<file path="config.mk">
export PLATFORM = sky130hd
export DESIGN_NAME = scmp_step_ctrl
export DESIGN_NICKNAME = d
export VERILOG_FILES = /design/src/rtl/scmp_step_ctrl.sv
export SDC_FILE = /design/constraint.sdc
export NUM_CORES = 1
export LEC_CHECK = 0
export BUFFER_PORTS_ARGS = -buffer_cell sky130_fd_sc_hd__buf_2
export CORE_ASPECT_RATIO = 0.75
export CORE_UTILIZATION = 47
export CTS_BUF_LIST = sky130_fd_sc_hd__clkbuf_2 sky130_fd_sc_hd__clkbuf_4 sky130_fd_sc_hd__clkbuf_8
export DETAILED_ROUTE_END_ITERATION = 8
export MAX_ROUTING_LAYER = met4
export PLACE_DENSITY = 0.61
export SLEW_MARGIN = 40
export SYNTH_ARGS = -nofsm -noshare
export SYNTH_HDL_FRONTEND = slang
export SYNTH_SLANG_ARGS = --single-unit
</file>
<file path="constraint.sdc">
create_clock -name clk_50m -period 6 [get_ports clk_50m]
set_input_delay 0.3 -clock clk_50m [delete_from_list [all_inputs] [get_ports clk_50m]]
set_output_delay 0.3 -clock clk_50m [all_outputs]
set_load 0.02 [all_outputs]
</file>
<file path="src/rtl/scmp_step_ctrl.sv">
// -----------------------------------------------------------------------------
// scmp_step_ctrl
//   Board-side control for the SC/MP demo top. Conditions two active-low
//   push-buttons (two-flop synchroniser, debounce, press detect) and generates
//   the CPU clock either free-running from a divider or one full period per
//   step press. Reports the run/stop mode and a count of CPU clock rises.
//
// Ports
//   clk_50m  in   1   system clock, 50 MHz
//   rst_n    in   1   asynchronous active-low reset
//   btn_n    in   2   raw buttons, active low, asynchronous: [0]=step, [1]=run/stop
//   cpu_clk  out  1   registered CPU clock
//   run      out  1   high while in RUN (including while a stop is pending)
//   cyc_cnt  out  16  number of cpu_clk rising edges, wraps
// -----------------------------------------------------------------------------
module scmp_step_ctrl #(
    parameter int DIV_SIZE     = 26,
    parameter int DEB_CYCLES   = 1000000,
    parameter int DEB_W        = 20,
    parameter int PULSE_CYCLES = 2500000,
    parameter bit START_RUN    = 1'b1
) (
    input  logic        clk_50m,
    input  logic        rst_n,
    input  logic [1:0]  btn_n,
    output logic        cpu_clk,
    output logic        run,
    output logic [15:0] cyc_cnt
);

    localparam int PH_W = (PULSE_CYCLES > 1) ? $clog2(PULSE_CYCLES) : 1;
    localparam logic [DEB_W-1:0] DEB_LAST = DEB_W'(DEB_CYCLES - 1);
    localparam logic [PH_W-1:0]  PH_LAST  = PH_W'(PULSE_CYCLES - 1);

    typedef enum logic [1:0] {S_RUN, S_STOP, S_STEP_HI, S_STEP_LO} state_t;
    localparam state_t RESET_STATE = START_RUN ? S_RUN : S_STOP;

    // ------------------------------------------------------------------
    // Input conditioning: synchroniser stages, debounce, press detect
    // ------------------------------------------------------------------
    logic [1:0]       sync_p0;
    logic [1:0]       sync_p1;
    logic [1:0]       samp;
    logic [1:0]       deb_lvl;
    logic [1:0]       deb_rise;
    logic [1:0]       press;
    logic [DEB_W-1:0] deb_cnt [2];
    logic             press_step;
    logic             press_mode;

    assign samp       = ~sync_p1;
    assign press_step = press[0];
    assign press_mode = press[1];

    always_ff @(posedge clk_50m or negedge rst_n) begin
        if (!rst_n) begin
            sync_p0 <= 2'b11;
            sync_p1 <= 2'b11;
        end else begin
            sync_p0 <= btn_n;
            sync_p1 <= sync_p0;
        end
    end

    // A debounced level rises on the last of DEB_CYCLES differing samples.
    always_comb begin
        deb_rise = '0;
        for (int b = 0; b < 2; b++) begin
            deb_rise[b] = samp[b] & ~deb_lvl[b] & (deb_cnt[b] == DEB_LAST);
        end
    end

    always_ff @(posedge clk_50m or negedge rst_n) begin
        if (!rst_n) begin
            deb_lvl <= '0;
            press   <= '0;
            for (int b = 0; b < 2; b++) begin
                deb_cnt[b] <= '0;
            end
        end else begin
            press <= deb_rise;
            for (int b = 0; b < 2; b++) begin
                if (samp[b] == deb_lvl[b]) begin
                    deb_cnt[b] <= '0;
                end else if (deb_cnt[b] == DEB_LAST) begin
                    deb_lvl[b] <= samp[b];
                    deb_cnt[b] <= '0;
                end else begin
                    deb_cnt[b] <= deb_cnt[b] + 1'b1;
                end
            end
        end
    end

    // ------------------------------------------------------------------
    // Clock-mode FSM
    // ------------------------------------------------------------------
    state_t              state;
    state_t              state_nxt;
    logic [DIV_SIZE-1:0] div;
    logic [DIV_SIZE-1:0] div_nxt;
    logic [PH_W-1:0]     ph;
    logic [PH_W-1:0]     ph_nxt;
    logic                stop_req;
    logic                stop_req_nxt;
    logic                cpu_clk_nxt;
    logic                clk_rise;

    assign clk_rise = cpu_clk_nxt & ~cpu_clk;

    always_ff @(posedge clk_50m or negedge rst_n) begin
        if (!rst_n) begin
            state    <= RESET_STATE;
            div      <= '1;
            ph       <= '0;
            stop_req <= 1'b0;
            cpu_clk  <= 1'b0;
            cyc_cnt  <= '0;
        end else begin
            state    <= state_nxt;
            div      <= div_nxt;
            ph       <= ph_nxt;
            stop_req <= stop_req_nxt;
            cpu_clk  <= cpu_clk_nxt;
            cyc_cnt  <= cyc_cnt + {15'd0, clk_rise};
        end
    end

    always_comb begin
        state_nxt    = state;
        div_nxt      = div;
        ph_nxt       = ph;
        stop_req_nxt = stop_req;
        case (state)
            S_RUN: begin
                div_nxt = div - 1'b1;
                if (press_mode) begin
                    stop_req_nxt = 1'b1;
                end
                // Stopping only at divider zero ends a complete low phase.
                if (stop_req && (div == '0)) begin
                    state_nxt    = S_STOP;
                    stop_req_nxt = 1'b0;
                end
            end
            S_STOP: begin
                // Mode wins over a simultaneous step; reload gives a full high phase.
                if (press_mode) begin
                    state_nxt = S_RUN;
                    div_nxt   = '1;
                end else if (press_step) begin
                    state_nxt = S_STEP_HI;
                    ph_nxt    = '0;
                end
            end
            S_STEP_HI: begin
                if (ph == PH_LAST) begin
                    state_nxt = S_STEP_LO;
                    ph_nxt    = '0;
                end else begin
                    ph_nxt = ph + 1'b1;
                end
            end
            S_STEP_LO: begin
                if (ph == PH_LAST) begin
                    state_nxt = S_STOP;
                    ph_nxt    = '0;
                end else begin
                    ph_nxt = ph + 1'b1;
                end
            end
            default: begin
                state_nxt = RESET_STATE;
            end
        endcase
    end

    always_comb begin
        run         = (state == S_RUN);
        cpu_clk_nxt = 1'b0;
        case (state)
            S_RUN:     cpu_clk_nxt = div[DIV_SIZE-1];
            S_STEP_HI: cpu_clk_nxt = 1'b1;
            default:   cpu_clk_nxt = 1'b0;
        endcase
    end

endmodule

</file>
# Yosys cells after proc, flatten, opt, wreduce, memory -nomap -nowiden
# Cells that the tools add are included.
# totals
reg_bits,116
inputBits,4
out_inout_bits,18
word_cells,76
# op_classes
bitwise_logic,11
n_reduce_logical,13
n_mux,19
addsub,5
n_eq_ne,15
# ops
operator,count
$mux W20,4
$mux W22,3
$pmux W26 S2,1
$pmux W22 S2,1
$add A20 B1 Y20 const B,2
$eq A20 B20 Y1 const B,2
$logic_not A26 Y1,1
$mux W26,1
$sub A26 B1 Y26 const B,1
$add A22 B1 Y22 const B,1
$eq A22 B22 Y1 const B,1
$add A16 B1 Y16,1
$mux W2,5
$ne A2 B2 Y1 const B,5
$pmux W2 S4,1
$reduce_and A2 Y1,4
$reduce_bool A2 Y1,3
$and A1 B1 Y1,5
$not A1 Y1,5
$eq A2 B2 Y1 const B,2
$reduce_and A4 Y1,1
$ne A3 B3 Y1 const B,1
$reduce_and A3 Y1,1
$eq A1 B1 Y1,2
8 further kinds,9

# Logic depth before layout (Yosys ltp)
# Gate-level depths: netlist of run 1.
# depth
depth_word,4
depth_mapped,11
mapped_depth_nobuf,10

# Least setup slack after synthesis of run 1
# No wires, ideal clock.
# synth_timing
path_kind,register to register
startpoint,register state[0]
endpoint,register cyc_cnt[12]
t_arrival_ps,2130
path_buffers,1
path_slack_ps,3740
stages_incl_launch_ff,12
setup_time_ps,130
period_less_slack_ps,2260
path_cell_list,dfrtp_1 > inv_1 > ha_1 > clkbuf_1 > a21o_1 > nor2b_1 > ha_1 > ha_1 > nand2_1 > nor2_1 > nand3_1 > xnor2_1
# synth_via
elab_chain_cells,4
word_cells_on_any_way,5
cone_classes,1 x add/sub; 1 x eq/ne; 1 x mux; 1 x bitwise; 1 x reduce/logical
# synth_rtl
item,line_no,text
start: declaration,98,state_t state;
start signal: assignment,120,state <= state_nxt;
$logic_not A2 Y1,n/a,
net run,27,"output logic run,"
$pmux W1 S2,181,case (state)
net cpu_clk_nxt,106,logic cpu_clk_nxt;
$and A1 B1 Y1,109,assign clk_rise = cpu_clk_nxt & ~cpu_clk;
$add A16 B1 Y16,125,"cyc_cnt <= cyc_cnt + {15'd0, clk_rise};"
end signal: assignment,125,
end: declaration,28,output logic [15:0] cyc_cnt
# The timed path passes the listed nets, and every way through them passes these cells.
# A chain may end at the register's enable or synchronous reset.

# Worst setup path in the final report of run 1
# layout_timing
startpoint,register state[1]
endpoint,register cyc_cnt[12]
# layout_via
elab_chain_cells,4
word_cells_on_any_way,5
cone_classes,1 x add/sub; 1 x eq/ne; 1 x mux; 1 x bitwise; 1 x reduce/logical
# layout_rtl
item,line_no
$eq A2 B2 Y1 or $logic_not A2 Y1 (tied branches),181
$pmux W1 S2 *,181
net cpu_clk_nxt,106
$and A1 B1 Y1 *,109
$add A16 B1 Y16 *,125
# The timed path passes the listed nets; every way through them passes the cells marked *.

==> metrics.txt, run 1 <==
proportion of power drawn by combinational gates 0.019; YS warnings 0; die footprint 12600 um^2; ys async rst share 1.00; CP max stage cell dfrtp_1; Hold Path Origin sync_p0[0]; final wirelength 11000 um; Clock Power Share 0.483; number of vias per cell 5.24; initial antenna violation count 0; number of DRC markers in iteration 0 319; Setup crit end kind flop; CTS tree built; reg-to-reg startpoint state[1]; nets 604; Placer Congestion 0.828; synthesis-to-finish area growth 12.5%; DRT antenna net count 0; Data required, critical path 6.31 ns; post-synthesis sequential area ratio 0.514; Initial Utilization 0.487; Remaining DRCs 0; Overall Power 1590 uW; chip width 129 um; final slew viol count 0; syn_nets 570; Post-CTS Setup Bufs 0; Switching Fraction 0.223; most common cell in the synthesized netlist dfrtp_1; top-area cell type share of the netlist area 0.376; port bufs 21; pre-CTS setup slack 3.69 ns; cts repair resizes 0; Seq cells post-synth 116; Synth Flop Type dfrtp_1; crit path DAT 2.62 ns; dominant cell type by area after synthesis dfrtp_1; synth cell count leaders dfrtp_1, nor2_1, nand2_1; CP Max Fanout 9; Die Span Y 97.6 um; Ant. Diodes 0; status complete, no violations; clock skew 0.0126 ns; clk_lat worst skew 0.42 ns; hold depth 0; CTS Root Cell clkbuf_8; Max Cap Viol 0; Std-Cell Rows 34; cts bufs inserted 17; Setup Viol. Count Final 0; Overflow after GRT 0; # IOs 22; cts hold-fix bufs 3; worst vdd ir 0.168 mV; final setup TNS 0 ns; detailed-route via count 3996; crit-path cells inv_1 > ha_1 > a21o_1 > nor2b_1 > ha_1 > ha_1 > nand2_1 > nor2_1 > nand3_1 > xnor2_1; maximum clock rate 433 MHz; CP Launch Type flop; fraction of layout instances using a drive strength above 1 0.167; vias in the first global route 3891; core box area 11700 um^2; global-route wire length before repair 19300 um; DP Wirelength 7180 um; DR WL/cell 14.4 um; reg-to-reg setup timing slack 3.69 ns; post-route minimum period 2.31 ns; Area contributors post-synth dfrtp_1, dfstp_2, xnor2_1; Hold Crit Class reg2reg; Pwr per Cell Area 247 nW/um^2; Setup WS post-layout 3.69 ns; Seq pwr share 0.499; Register-to-Register Path Depth 10; TritonCTS sink count 116; GR Util All Layers 0.201; Hold WS 0.357 ns; Max stage delay on crit path 0.40 ns; clock buffer depth 2; WP buf/inv 1; Pint 1230 uW; Clock transition at path regs 0.07 ns; cell leakage power 0.00276 uW; Rel. slew slack 0.428; RR Endpoint cyc_cnt[12]; RSZ-0062 raised after global routing false; Worst Hold End sync_p1[0]; H-tree levels 4; Setup Crit Path Kind reg2reg; Worst path most repeated cell ha_1; First-pass DRT Iterations 4; Post-Synthesis Cells 553; crit share post-route 0.385; Mapped Area 5720 um^2; maximum number of pins on one net before global-route repair 68; EDFF count, synth 0; multi-input logic area 2650 um^2; Unique masters post-synth 48; Mapped Avg Cell Area 10.3 um^2; Final Hold Vio Count 0; Fill cells 1035; CP top delay family adder cells; Slew @ Worst Pin 0.852 ns; P_sw 354 uW; Register Area 2940 um^2
==> worst reg2reg max path, delay by kind of cell, from the launching register on <==
family,cells,cell delay [ns]
buf+inv,1,0.13
compound gates,1,0.18
xor+xnor,1,0.14
fa+ha+maj,3,0.82
simple gates,4,0.53
flops,1,0.40
==> cell usage in the layout (no fill, tap or decap), types with 4 or more instances in the layout <==
| cell | Yosys | layout |
|---|---|---|
| a21oi_1 | 6 | 6 |
| a22o_1 | 5 | 5 |
| and2_1 | 8 | 8 |
| and3_1 | 16 | 16 |
| and4_1 | 10 | 10 |
| buf_2 | 6 | 20 |
| clkbuf_8 | 0 | 19 |
| dfrtp_1 | 86 | 86 |
| dfstp_2 | 30 | 30 |
| ha_1 | 13 | 13 |
| inv_1 | 16 | 16 |
| mux2i_1 | 4 | 4 |
| nand2_1 | 51 | 51 |
| nand3_1 | 37 | 37 |
| nand4_1 | 16 | 16 |
| nor2_1 | 73 | 73 |
| nor2b_1 | 9 | 9 |
| nor3_1 | 14 | 14 |
| nor4_1 | 14 | 14 |
| o21ai_0 | 11 | 11 |
| or3_1 | 4 | 4 |
| xnor2_1 | 42 | 42 |
| xor2_1 | 41 | 41 |
==> kinds of logic after synthesis <==
| family | after synthesis | share of synthesized area |
|---|---|---|
| muxes | 5 | 0.00897 |
| DFF | 116 | 0.514 |
| buffers and inverters | 27 | 0.0225 |
| xor gates and xnor gates | 83 | 0.127 |
| adders and majority gates | 13 | 0.0284 |
| and+or+nand+nor | 275 | 0.258 |
| AOI/OAI and AO/OA | 34 | 0.0409 |
==> state kept, by name, indices dropped and copies added, names as in the netlist <==
signal	flops
sync_p1	2
deb_lvl	2
cyc_cnt	16
press	2
stop_req	1
deb_cnt	40
state	2
sync_p0	2
cpu_clk	1
div	26
ph	22
==> per-stage QoR <==
stage,utilization,instance area [um^2],instances
6_report,0.548,6430,762
5_1_grt,0.548,6430,762
4_1_cts,0.548,6430,762
3_5_place_dp,0.509,5980,727
3_3_place_gp,0.509,5980,727
2_1_floorplan,-,5720,553
==> final cells by class <==
class                      count  share of cell area
clock buffer                  20              0.0418
tap                          162              0.0315
clock inverter                12              0.0239
timing repair buffer          26              0.0243
sequential                   116               0.457
multi-input combinational    410               0.412
inverter                      16             0.00933
==> power groups by stage <==
stage	registers [uW]	clock network (uW)	logic, uW
after detailed placement	806	0	29.4
after floorplan	805	0	11.0
after CTS	792	787	31.0
after global routing	792	828	35.1
final	792	766	29.4
after global placement	806	0	28.9
==> layer usage <==
metal,global-route usage,vias up,part of all wire,wire length (um)
met1,0.296,1947,0.53,5800
met5,-,-,0,0
li1,-,1976,-,-
met2,0.265,63,0.43,4720
met4,0.0688,0,0.0070,77
met3,0.0512,10,0.034,377
==> worst max-delay path by stage <==
stage / from / to / depth (start not counted) / slack (ns)
after detailed placement: state[1] / cyc_cnt[12] / 10 / 3.69
after global routing: state[1] / cyc_cnt[12] / 10 / 3.39
final: state[1] / cyc_cnt[12] / 10 / 3.69
after global placement: state[0] / cyc_cnt[12] / 10 / 3.84
after CTS: state[1] / cyc_cnt[12] / 10 / 3.67
after floorplan: state[0] / cyc_cnt[12] / 11 / 3.74
No activity file was read; power rests on OpenSTA's default activity.
==> run 2, diff against run 1 <==
--- a/config.mk
+++ b/config.mk
@@ -5,6 +5,7 @@
 export SDC_FILE = /design/constraint.sdc
 export NUM_CORES = 1
 export LEC_CHECK = 0
+export ABC_AREA = 1
 export BUFFER_PORTS_ARGS = -buffer_cell sky130_fd_sc_hd__buf_2
 export CORE_ASPECT_RATIO = 0.75
 export CORE_UTILIZATION = 47
==> constraint.sdc (replaced) <==
create_clock -name clk_50m -period 2.37 [get_ports clk_50m]
set_input_delay 0.1185 -clock clk_50m [delete_from_list [all_inputs] [get_ports clk_50m]]
set_output_delay 0.1185 -clock clk_50m [all_outputs]
set_load 0.02 [all_outputs]
==> run 2 against run 1 <==
Against the previous run: worst setup slack got worse by 3.4 ns; register-to-register slack got worse by 3.4 ns; first-iteration DRC count down 5.0%; clock skew up 0.00063 ns; core utilization about the same; die area up 12%; power grew to 2.5 times the previous value; synthesized cell count rose by 48%; via count is 34% higher; hold slack lost 0.14 ns; clock power grew to 2.6 times the previous value; critical path type unchanged; critical endpoint is now ph[12].
==> metrics.txt, run 2 <==
status complete, no violations; TritonCTS sink count 116 (unchanged); clk_lat worst skew 0.45 ns (+0.03 ns); final wirelength 13400 um (+22%); Std-Cell Rows 36 (+5.9%); global-route wire length before repair 23400 um (+21%); First-pass DRT Iterations 5 (+1); number of DRC markers in iteration 0 303 (-5.0%); Mapped Avg Cell Area 7.82 um^2 (-24%); GR Util All Layers 0.221 (+0.0199); Unique masters post-synth 41 (-15%); Setup crit end kind flop; pre-CTS setup slack 0.276 ns (-3.42 ns); Hold WS 0.214 ns (-0.143 ns); Hold Crit Class in2async; Register Area 2940 um^2 (unchanged); post-route minimum period 2.11 ns (-0.198 ns); Ant. Diodes 0 (unchanged); CP Launch Type flop; multi-input logic area 2990 um^2 (+13%); Max stage delay on crit path 0.42 ns (+0.02 ns); crit path DAT 2.47 ns (-0.15 ns); Data required, critical path 2.73 ns (-3.58 ns); Seq cells post-synth 116 (unchanged); Placer Congestion 0.923 (+11%); synth cell count leaders nand2_1, nor2_1, inv_1; Seq pwr share 0.495 (-0.004); Remaining DRCs 0 (unchanged); CP max stage cell dfrtp_1; nets 879 (+46%); Pwr per Cell Area 562 nW/um^2 (+130%); synthesis-to-finish area growth 12.3%; reg-to-reg startpoint state[1]; fraction of layout instances using a drive strength above 1 0.149 (-0.0181); DP Wirelength 9880 um (+38%); Mapped Area 6420 um^2 (+12%); initial antenna violation count 0 (unchanged); Setup Viol. Count Final 0 (unchanged); final non-filler cell total 1046 (+37%); chip width 137 um (+5.8%); die footprint 14100 um^2 (+12%); ys async rst share 1.00 (unchanged); commonest cells after routing, fill and taps aside nand2_1, nor2_1, inv_1, dfrtp_1, nand3_1; Post-CTS Setup Bufs 0 (unchanged); DRT antenna net count 0 (unchanged); commonest non-fill, non-tap cell in the layout nand2_1; post-synthesis sequential area ratio 0.458 (-0.0556); Post-Synthesis Cells 821 (+48%); Setup WS post-layout 0.257 ns (-3.43 ns); RSZ-0062 raised after global routing false; DR WL/cell 12.8 um (-11%); dominant cell type by area after synthesis dfrtp_1; Worst Setup SP state[1]; H-tree levels 4 (unchanged); CTS Root Cell clkbuf_8; proportion of power drawn by combinational gates 0.022 (+0.003); Area contributors post-synth dfrtp_1, dfstp_2, nand2_1; maximum number of pins on one net before global-route repair 48 (-29%); # IOs 22 (unchanged); CP Max Fanout 15 (+6); Clock Power Share 0.483 (about the same); post-route core utilization 0.548 (about the same); port bufs 21 (unchanged); Most flops, register deb_cnt; Fill cells 1226 (+18%); top-area cell type share of the netlist area 0.335 (-0.0407); core box area 13200 um^2 (+12%); Final Hold Vio Count 0 (unchanged); Synth Flop Type dfrtp_1; most common cell in the synthesized netlist nand2_1; Clock transition at path regs 0.08 ns (about the same); worst vdd ir 0.509 mV (+200%); clock buffer depth 2 (unchanged); vias in the first global route 5097 (+31%); Die Span Y 103 um (+5.8%); CTS tree built; cell leakage power 0.00336 uW (+22%); EDFF count, synth 0 (unchanged); clock skew 0.0132 ns (+0.000626 ns); crit share post-route 0.892 (+0.506); maximum clock rate 473 MHz (+9.4%); P_sw 906 uW (+160%); Setup Crit Path Kind reg2reg; number of vias per cell 5.10 (-2.7%); Slew @ Worst Pin 0.573 ns (-0.279 ns); Rel. slew slack 0.618 (+0.190); max FFs per register 40 (unchanged); syn_nets 838 (+47%); CP top delay family simple AND/OR/NAND/NOR gates; YS warnings 0 (unchanged); Initial Utilization 0.488 (+0.000505); DP Cell Count 1011 (+39%); Switching Fraction 0.224 (+0.000631); cts bufs inserted 17 (unchanged); final slew viol count 0 (unchanged); final setup TNS 0 ns (unchanged); Overflow after GRT 0 (unchanged); WP buf/inv 4 (+3); Pint 3140 uW (+150%); biggest regs deb_cnt (40), div (26), ph (22); crit-path cells inv_1 > ha_1 > inv_2 > nor2_2 > nor2_2 > nand2_4 > inv_4 > nand2_1 > inv_1 > nor3_1; detailed-route via count 5338 (+34%); Max Cap Viol 0 (unchanged)
==> run 2: cell count changes after synthesis, moves of 12 or more <==
cell	before	now
xor2_1	41	24
a21oi_1	6	24
o21ai_0	11	29
nor4_1	14	2
nor2_1	73	148
inv_1	16	110
and3_1	16	0
nand3_1	37	68
xnor2_1	42	8
nand2_1	51	158
==> run 2: area by class of cell <==
| type | count | area share |
|---|---|---|
| Tap cell | 171 | 0.0297 |
| Multi-Input combinational cell | 581 | 0.415 |
| Clock buffer | 21 | 0.0384 |
| Clock inverter | 11 | 0.0212 |
| Timing Repair Buffer | 29 | 0.0261 |
| Inverter | 117 | 0.0613 |
| Sequential cell | 116 | 0.408 |
==> run 2: path summary, 6_finish.rpt <==
path / end / slack, ns / depth (start not counted)
setup / recovery: ph[12] / 0.26 / 10
hold / removal: cpu_clk / 0.21 / 2
setup reg to reg: ph[12] / 0.26 / 10
hold reg to reg: sync_p1[1] / 0.36 / 0
max in group asynchronous: sync_p1[0] / 1.33 / 3
min in group clk_50m: sync_p0[0] / 0.32 / 2
==> run 2: logic make-up (layout without fill, tap and decap cells) <==
kind of cell | after synthesis | count (layout) | synth area share
AOI/OAI and AO/OA | 65 | 65 | 0.0538
xor gates and xnor gates | 32 | 32 | 0.0437
adders and majority gates | 13 | 13 | 0.0254
buffers and inverters | 124 | 178 | 0.0770
DFF | 116 | 116 | 0.458
and+or+nand+nor | 471 | 471 | 0.342
==> run 2: metal layers <==
metal  track usage  wire (um)  vias to the layer above
li1              -          -                     2701
met1         0.295       6790                     2505
met2         0.328       5810                      117
met3        0.0536        660                       15
met4        0.0811        163                        0
met5             -          0                        -
==> run 2: power by group through the flow <==
stage	Sequential, uW	Combinational [uW]	Clock, uW
6_report	2000	88.0	1960
5_1_grt	2000	104	2090
4_1_cts	2000	93.4	2020
3_5_place_dp	2040	89.3	0
3_3_place_gp	2040	86.7	0
2_1_floorplan	2040	30.2	0
==> run 2: repair_timing <==
action,4_1_cts,5_1_grt
hold buffers,3,0
hold endpoints to repair,30,0
setup endpoints to repair,0,2
resized for setup,0,2
==> run 2: stage by stage <==
stage	total power (uW)	instance area, um^2
after floorplan	2070	6420
after CTS	4120	7190
final	4050	7200
after global placement	2120	6740
after detailed placement	2130	6740
after global routing	4200	7200
